[src/rtl/rggen_wait_state_register.sv]
// Single-register front end: address decode, programmable read/write wait states,
// permission checking, one-cycle field access pulses and a registered response.
module rggen_wait_state_register #(
  parameter int                       ADDRESS_WIDTH   = 16,
  parameter logic [ADDRESS_WIDTH-1:0] START_ADDRESS   = '0,
  parameter logic [ADDRESS_WIDTH-1:0] END_ADDRESS     = '0,
  parameter int                       DATA_WIDTH      = 32,
  parameter logic [DATA_WIDTH-1:0]    VALID_BITS      = '1,
  parameter bit                       READABLE        = 1'b1,
  parameter bit                       WRITABLE        = 1'b1,
  parameter int                       READ_WAIT       = 0,
  parameter int                       WRITE_WAIT      = 0,
  parameter bit                       ERROR_ON_DENIED = 1'b1
) (
  input  logic                     i_clk,
  input  logic                     i_rst,
  input  logic                     i_request,
  input  logic [ADDRESS_WIDTH-1:0] i_address,
  input  logic                     i_write,
  input  logic [DATA_WIDTH-1:0]    i_write_data,
  input  logic [DATA_WIDTH/8-1:0]  i_strobe,
  output logic                     o_select,
  output logic                     o_ready,
  output logic [1:0]               o_status,
  output logic [DATA_WIDTH-1:0]    o_read_data,
  output logic                     o_field_read_valid,
  output logic                     o_field_write_valid,
  output logic [DATA_WIDTH-1:0]    o_field_write_data,
  output logic [DATA_WIDTH-1:0]    o_field_write_mask,
  input  logic [DATA_WIDTH-1:0]    i_field_read_data,
  output logic [1:0]               o_state
);

  localparam int LSB      = $clog2(DATA_WIDTH / 8);
  localparam int WORD_W   = ADDRESS_WIDTH - LSB;
  localparam int MAX_WAIT = (READ_WAIT > WRITE_WAIT) ? READ_WAIT : WRITE_WAIT;
  localparam int CW       = (MAX_WAIT > 0) ? $clog2(MAX_WAIT + 1) : 1;

  localparam logic [WORD_W-1:0] START_WORD = START_ADDRESS[ADDRESS_WIDTH-1:LSB];
  localparam logic [WORD_W-1:0] END_WORD   = END_ADDRESS[ADDRESS_WIDTH-1:LSB];

  localparam logic [CW-1:0] READ_LOAD  = (READ_WAIT > 0)  ? CW'(READ_WAIT - 1)  : '0;
  localparam logic [CW-1:0] WRITE_LOAD = (WRITE_WAIT > 0) ? CW'(WRITE_WAIT - 1) : '0;

  localparam logic [1:0] ST_IDLE    = 2'd0;
  localparam logic [1:0] ST_WAIT    = 2'd1;
  localparam logic [1:0] ST_ACCESS  = 2'd2;
  localparam logic [1:0] ST_RESPOND = 2'd3;

  // Handshake: i_request is held by the host until o_ready; o_ready is a
  // single-cycle strobe and o_read_data/o_status are valid only with it.
  // A request still high in the cycle after the strobe starts a new access.

  logic [1:0]            state;
  logic [CW-1:0]         count;
  logic                  write_q;
  logic                  denied_q;
  logic [DATA_WIDTH-1:0] capture_q;
  logic [DATA_WIDTH-1:0] strobe_mask;
  logic [WORD_W-1:0]     word;
  logic                  hit;
  logic                  denied;
  logic                  wait_zero;

  assign word    = i_address[ADDRESS_WIDTH-1:LSB];
  assign o_state = state;

  generate
    if (START_WORD == END_WORD) begin : g_single
      assign o_select = (word == START_WORD);
    end else if (START_WORD == '0) begin : g_from_zero
      assign o_select = (word <= END_WORD);
    end else begin : g_range
      assign o_select = (word >= START_WORD) && (word <= END_WORD);
    end

    if (LSB > 0) begin : g_unused_lsb
      logic unused_address_lsb;
      assign unused_address_lsb = ^i_address[LSB-1:0];
    end
  endgenerate

  always_comb begin
    strobe_mask = '0;
    for (int i = 0; i < DATA_WIDTH / 8; i++) begin
      strobe_mask[i*8 +: 8] = {8{i_strobe[i]}};
    end
  end

  assign hit       = i_request && o_select;
  assign denied    = i_write ? !WRITABLE : !READABLE;
  assign wait_zero = i_write ? (WRITE_WAIT == 0) : (READ_WAIT == 0);

  // Outputs trail the state by one edge: the pulse is visible while the
  // FSM sits in RESPOND, the ready strobe while it is back in IDLE.
  always_ff @(posedge i_clk or posedge i_rst) begin
    if (i_rst) begin
      state               <= ST_IDLE;
      count               <= '0;
      write_q             <= 1'b0;
      denied_q            <= 1'b0;
      capture_q           <= '0;
      o_ready             <= 1'b0;
      o_status            <= 2'b00;
      o_read_data         <= '0;
      o_field_read_valid  <= 1'b0;
      o_field_write_valid <= 1'b0;
      o_field_write_data  <= '0;
      o_field_write_mask  <= '0;
    end else begin
      o_ready             <= 1'b0;
      o_status            <= 2'b00;
      o_read_data         <= '0;
      o_field_read_valid  <= 1'b0;
      o_field_write_valid <= 1'b0;
      unique case (state)
        ST_IDLE: begin
          if (hit) begin
            write_q            <= i_write;
            denied_q           <= denied;
            o_field_write_data <= i_write_data & VALID_BITS;
            o_field_write_mask <= strobe_mask & VALID_BITS;
            if (denied) begin
              state <= ST_RESPOND;
            end else if (wait_zero) begin
              state <= ST_ACCESS;
            end else begin
              count <= i_write ? WRITE_LOAD : READ_LOAD;
              state <= ST_WAIT;
            end
          end
        end
        ST_WAIT: begin
          if (!i_request) begin
            count <= '0;
            state <= ST_IDLE;
          end else if (count == '0) begin
            state <= ST_ACCESS;
          end else begin
            count <= count - 1'b1;
          end
        end
        ST_ACCESS: begin
          o_field_read_valid  <= !write_q;
          o_field_write_valid <= write_q;
          if (!write_q) begin
            capture_q <= i_field_read_data & VALID_BITS;
          end
          state <= ST_RESPOND;
        end
        ST_RESPOND: begin
          o_ready     <= 1'b1;
          o_status    <= (denied_q && ERROR_ON_DENIED) ? 2'b10 : 2'b00;
          o_read_data <= (!write_q && !denied_q) ? capture_q : '0;
          state       <= ST_IDLE;
        end
        default: state <= ST_IDLE;
      endcase
    end
  end

endmodule

[config.mk]
export PLATFORM = sky130hd
export DESIGN_NAME = rggen_wait_state_register
export DESIGN_NICKNAME = d
export VERILOG_FILES = /design/src/rtl/rggen_wait_state_register.sv
export SDC_FILE = /design/constraint.sdc
export NUM_CORES = 1
export LEC_CHECK = 0
export ABC_CLOCK_PERIOD_IN_PS = 8200
export CORE_ASPECT_RATIO = 0.75
export CORE_UTILIZATION = 40
export DETAILED_ROUTE_END_ITERATION = 10
export GPL_TIMING_DRIVEN = 0
export MAX_ROUTING_LAYER = met4
export PLACE_DENSITY = 0.88
export SLEW_MARGIN = 20
export SYNTH_ARGS = -nofsm -noshare
export SYNTH_HDL_FRONTEND = slang
export SYNTH_SLANG_ARGS = --single-unit
export TNS_END_PERCENT = 30
[constraint.sdc]
create_clock -name i_clk -period 8.2 [get_ports i_clk]
set_clock_uncertainty 0.05 [all_clocks]
set_input_delay 0.82 -clock i_clk [delete_from_list [all_inputs] [get_ports i_clk]]
set_output_delay 0.82 -clock i_clk [all_outputs]
set_load 0.01 [all_outputs]
Word-level counts from Yosys, hierarchy flattened

Cells that the tools add are included.

Register bits after elaboration: 128
Input port bits: 88
Output and inout port bits: 104
Logic and storage cells: 35

$add $sub $neg: 1
Eq/ne operators: 5
Multiplexer cells: 11
Bitwise operators: 1
Reduce and logical (&&, ||, !) cells: 7

Operators by type and width:

| kind                | number |
|---|---|
| $mux 32             | 2 |
| $logic_not 14->1    | 1 |
| $pmux 2 s4          | 1 |
| $mux 2              | 3 |
| $reduce_and 2->1    | 3 |
| $mux 1              | 5 |
| $eq 2x2->1 const B  | 2 |
| $ne 3x3->1 const B  | 1 |
| $eq 2x1->1 const B  | 1 |
| $logic_not 2->1     | 1 |
| $ne 2x2->1 const B  | 1 |
| $logic_and 1x1->1   | 1 |
| $logic_not 1->1     | 1 |
| $not 1->1           | 1 |
| $sub 1x1->1 const B | 1 |

Depth between registers and ports, before layout

Depth in word-level cells: 4
Gate-level depth with buffers: 5
Mapped depth without buffers: 4

Worst setup path before layout

Ideal clock, no wire load.

Path type: input-to-output
Start point: input i_address[13]
End point: output o_select
Data arrival time: 1.415 ns
Data required time: 7.330 ns
Path slack: 5.915 ns
Stages: 3
Path buffers: 0
Cell sequence: nor4_1 > nand4_1 > inv_1

Cells in the longest elaborated chain, start to end: 1

RTL lines:

| item             | RTL line | text |
|---|---|---|
| start, declared  | 18       | `input logic [ADDRESS_WIDTH-1:0] i_address,` |
| $logic_not 14->1 | 70       | `assign o_select = (word == START_WORD);` |
| end, declared    | 22       | `output logic o_select,` |

Every way passes these cells.

Worst setup path after layout

Ends and elaborated chain as after synthesis.

==> impl_metrics.env <==
export IMPL_outcome="completed"
export IMPL_place_port_buffers=187
export IMPL_fin_crit_sh_pct=39.9
export IMPL_drive_above_1_share_pct=19.6
export IMPL_cp_endpoint="o_select"
export IMPL_crit_family="buffers and inverters"
export IMPL_holdBufCountCts=0
export IMPL_grt_start_max_net_pins=57
export IMPL_crit_top_cell="clkdlybuf4s50_1"
export IMPL_drt_iter0_drc=41
export IMPL_ys_warn_count=0
export IMPL_cts_tree="yes"
export IMPL_postCtsSetupBuffers=0
export IMPL_dp_hpwl_um=6850
export IMPL_initial_core_util_pct=41.4
export IMPL_crit_cells=5
export IMPL_yosysTopAreaCellShare_pct=65.8
export IMPL_grt_pass1_wl_um=13900
export IMPL_worstSkewPairLatency_ns=0.34
export IMPL_critPathArrivalTime_ns=2.40
export IMPL_vdd_ir_drop_max_v=0.000148
export IMPL_hold_viol_final=0
export IMPL_final_area_sq_um=6450
export IMPL_finalMaxSlewViolations=0
export IMPL_root_buffer="clkbuf_16"
export IMPL_dr_pass1_iters=4
export IMPL_track_usage_pct=18.2
export IMPL_post_drt_via_cell_ratio=4.48
export IMPL_cts_sinks=106
export IMPL_critPathSlowestCell="clkdlybuf4s50_1"
export IMPL_grt_pass1_vias=2768
export IMPL_reg2reg_slack_ns=6.45
export IMPL_hp_class="reg2reg"
export IMPL_overflow=0
export IMPL_multi_input_area_sq_um=1080
export IMPL_wire_per_inst_um=14.8
export IMPL_cap_violations=0
export IMPL_finalSetupViolCount=0
export IMPL_worst_pin_slew_ns=0.519
export IMPL_max_slew_margin_pct=65.4
export IMPL_drt_wl_total_um=8880
export IMPL_register_area_sq_um=2650
export IMPL_r2r_end="capture_q[16]$_DFFE_PP0P_"
export IMPL_fin_hold_ws_ns=0.422
export IMPL_yosysTopAreaCell="dfrtp_1"
export IMPL_dpl_cell_count=587
export IMPL_p_leak_nw=3.11
export IMPL_start_kind="input pin"
export IMPL_ff2ff_path_depth=5
export IMPL_p_total_mw=1.08
export IMPL_finalNonFillerCells=602
export IMPL_crit_buf_inv=3
export IMPL_numCtsBuffers=9
export IMPL_synth_cell_types=19
export IMPL_vias=2695
export IMPL_rsz0062_at_grt="false"
export IMPL_finalSetupTns_ns=0
export IMPL_die_x_um=118
export IMPL_worstPathRequired_ns=7.33
export IMPL_critical_path_class="in2out"
export IMPL_path_max_fanout=3
export IMPL_synth_area_leaders="dfrtp_1 (66%), mux2_2 (9.8%), mux2_1 (9.5%)"
export IMPL_cts_max_level=3
export IMPL_syn_area_sq_um=4030
export IMPL_end_kind="primary output"
export IMPL_crit_path_start="i_address[13]"
export IMPL_coreArea_sq_um=9740
export IMPL_nNetsFinal=554
export IMPL_ant_nets=0
export IMPL_cts_clk_slew_worst_paths_ns=0.06
export IMPL_drc=0
export IMPL_max_freq_mhz=306
export IMPL_gp_congestion=0.776
export IMPL_row_count=31
export IMPL_fp_dieH_um=88.9
export IMPL_areaGrowthSynthToFinish_pct=59.9
export IMPL_synthCells=266
export IMPL_fillers=711
export IMPL_cts_resized_gates=0
export IMPL_postSynthAreaPerCell_sq_um=15.2
export IMPL_power_density_nw_per_um2=167
export IMPL_fp_dieArea_sq_um=10500
export IMPL_placed_cell_area_sq_um=6100
export IMPL_ys_seq_area_share_pct=65.8
export IMPL_boundaryPins=192
export IMPL_clockBufferDepth=2
export IMPL_antenna_found_initial=0
export IMPL_ys_ff_latch=106
export IMPL_cp_cell_sequence="clkdlybuf4s50_1 -> nor4_1 -> nand4_1 -> inv_1 -> clkdlybuf4s50_1"
export IMPL_cpPeakStageDelay_ns=0.54
export IMPL_finalCriticalPeriod_ns=3.27
export IMPL_diodes=0
export IMPL_timing_rr_start="o_state[1]$_DFFE_PP0P_"
==> stage by stage <==
step	setup slack [ns]	utilization, %
2_1_floorplan	4.54	-
3_3_place_gp	3.19	62.4
3_5_place_dp	4.91	62.7
4_1_cts	4.91	66.2
5_1_grt	4.82	66.2
6_report	4.93	66.2
==> sequential cells by signal, indices dropped and copies added, names as in the netlist <==
register	cells
o_read_data	32
o_field_write_valid	1
o_field_write_mask	4
o_ready	1
capture_q	32
write_q	1
o_field_read_valid	1
o_field_write_data	32
o_state	2
==> area by class of cell <==
cell class,instances,area share [%]
plain buffers,40,4.50
clock buffers,10,3.71
clock inverters,5,1.59
inverters,3,0.252
multi-input cells,118,16.8
flip-flops and latches,106,41.1
well taps,132,2.56
repair buffers,188,29.5
==> worst reg2reg max path: cells and delay by family (launching register included) <==
kind | cells | cell delay, ns
muxes | 1 | 0.38
buffers and inverters | 2 | 0.46
and+or+nand+nor | 2 | 0.35
DFF | 1 | 0.40
==> cell families after synthesis <==
logic type / after synthesis / synth area share [%]
flip-flops: 106 / 65.8
multiplexers: 69 / 19.3
other: 1 / 0.0930
buffers and inverters: 43 / 7.48
AND/OR/NAND/NOR: 45 / 7.11
AO/OA/AOI/OAI: 2 / 0.248
==> cell usage in the layout, fill, tap and decap left out, drive strengths merged, types with 3 or more instances in the layout <==
cell and count:
and2 33, buf 38, bufinv 3, clkbuf 13, clkdlybuf4s50 187, dfrtp 106, inv 3, mux2 69
nor2 4, nor4 3
==> how the worst min path moves through the flow <==
| stage | startpoint | to | slack (ns) | depth (start not counted) |
|---|---|---|---|---|
| after detailed placement | capture_q[7]$_DFFE_PP0P_ | o_read_data[7]$_DFF_PP0_ | 0.41 | 1 |
| after floorplan | capture_q[0]$_DFFE_PP0P_ | o_read_data[0]$_DFF_PP0_ | 0.40 | 1 |
| final | capture_q[7]$_DFFE_PP0P_ | o_read_data[7]$_DFF_PP0_ | 0.42 | 1 |
| after global placement | capture_q[1]$_DFFE_PP0P_ | o_read_data[1]$_DFF_PP0_ | 0.41 | 1 |
| after CTS | capture_q[7]$_DFFE_PP0P_ | o_read_data[7]$_DFF_PP0_ | 0.43 | 1 |
| after global routing | capture_q[7]$_DFFE_PP0P_ | o_read_data[7]$_DFF_PP0_ | 0.44 | 1 |
==> metal layers <==
layer  up-vias  GRT usage, %  wire length [um]
met4         0          6.18               133
met3        15          5.74               565
met5         -             -                 0
met2       113          31.4              4650
met1      1319          20.3              3530
li1       1248             -                 -
==> Yosys cell counts <==
| cell | instances |
|---|---|
| conb_1 | 1 |
| nor4_2 | 2 |
| nand2_1 | 2 |
| mux2_1 | 34 |
| clkbuf_1 | 3 |
| o21ai_0 | 1 |
| nor2_1 | 3 |
| nor4_1 | 1 |
| and2_1 | 33 |
| inv_1 | 3 |
| dfrtp_1 | 106 |
| mux2_2 | 35 |
| nor2_4 | 1 |
| buf_2 | 4 |
| nor2b_1 | 2 |
| nand4_1 | 1 |
| buf_6 | 3 |
| buf_4 | 30 |
| a21oi_1 | 1 |
==> power by group <==
group / internal (mW) / switching [mW] / total (mW)
Sequential: 0.528 / 0.00241 / 0.530
Clock: 0.304 / 0.179 / 0.483
Combinational: 0.0428 / 0.0188 / 0.0616
Total: 0.875 / 0.200 / 1.08
Note: power is estimated with default switching activity, not from simulation.
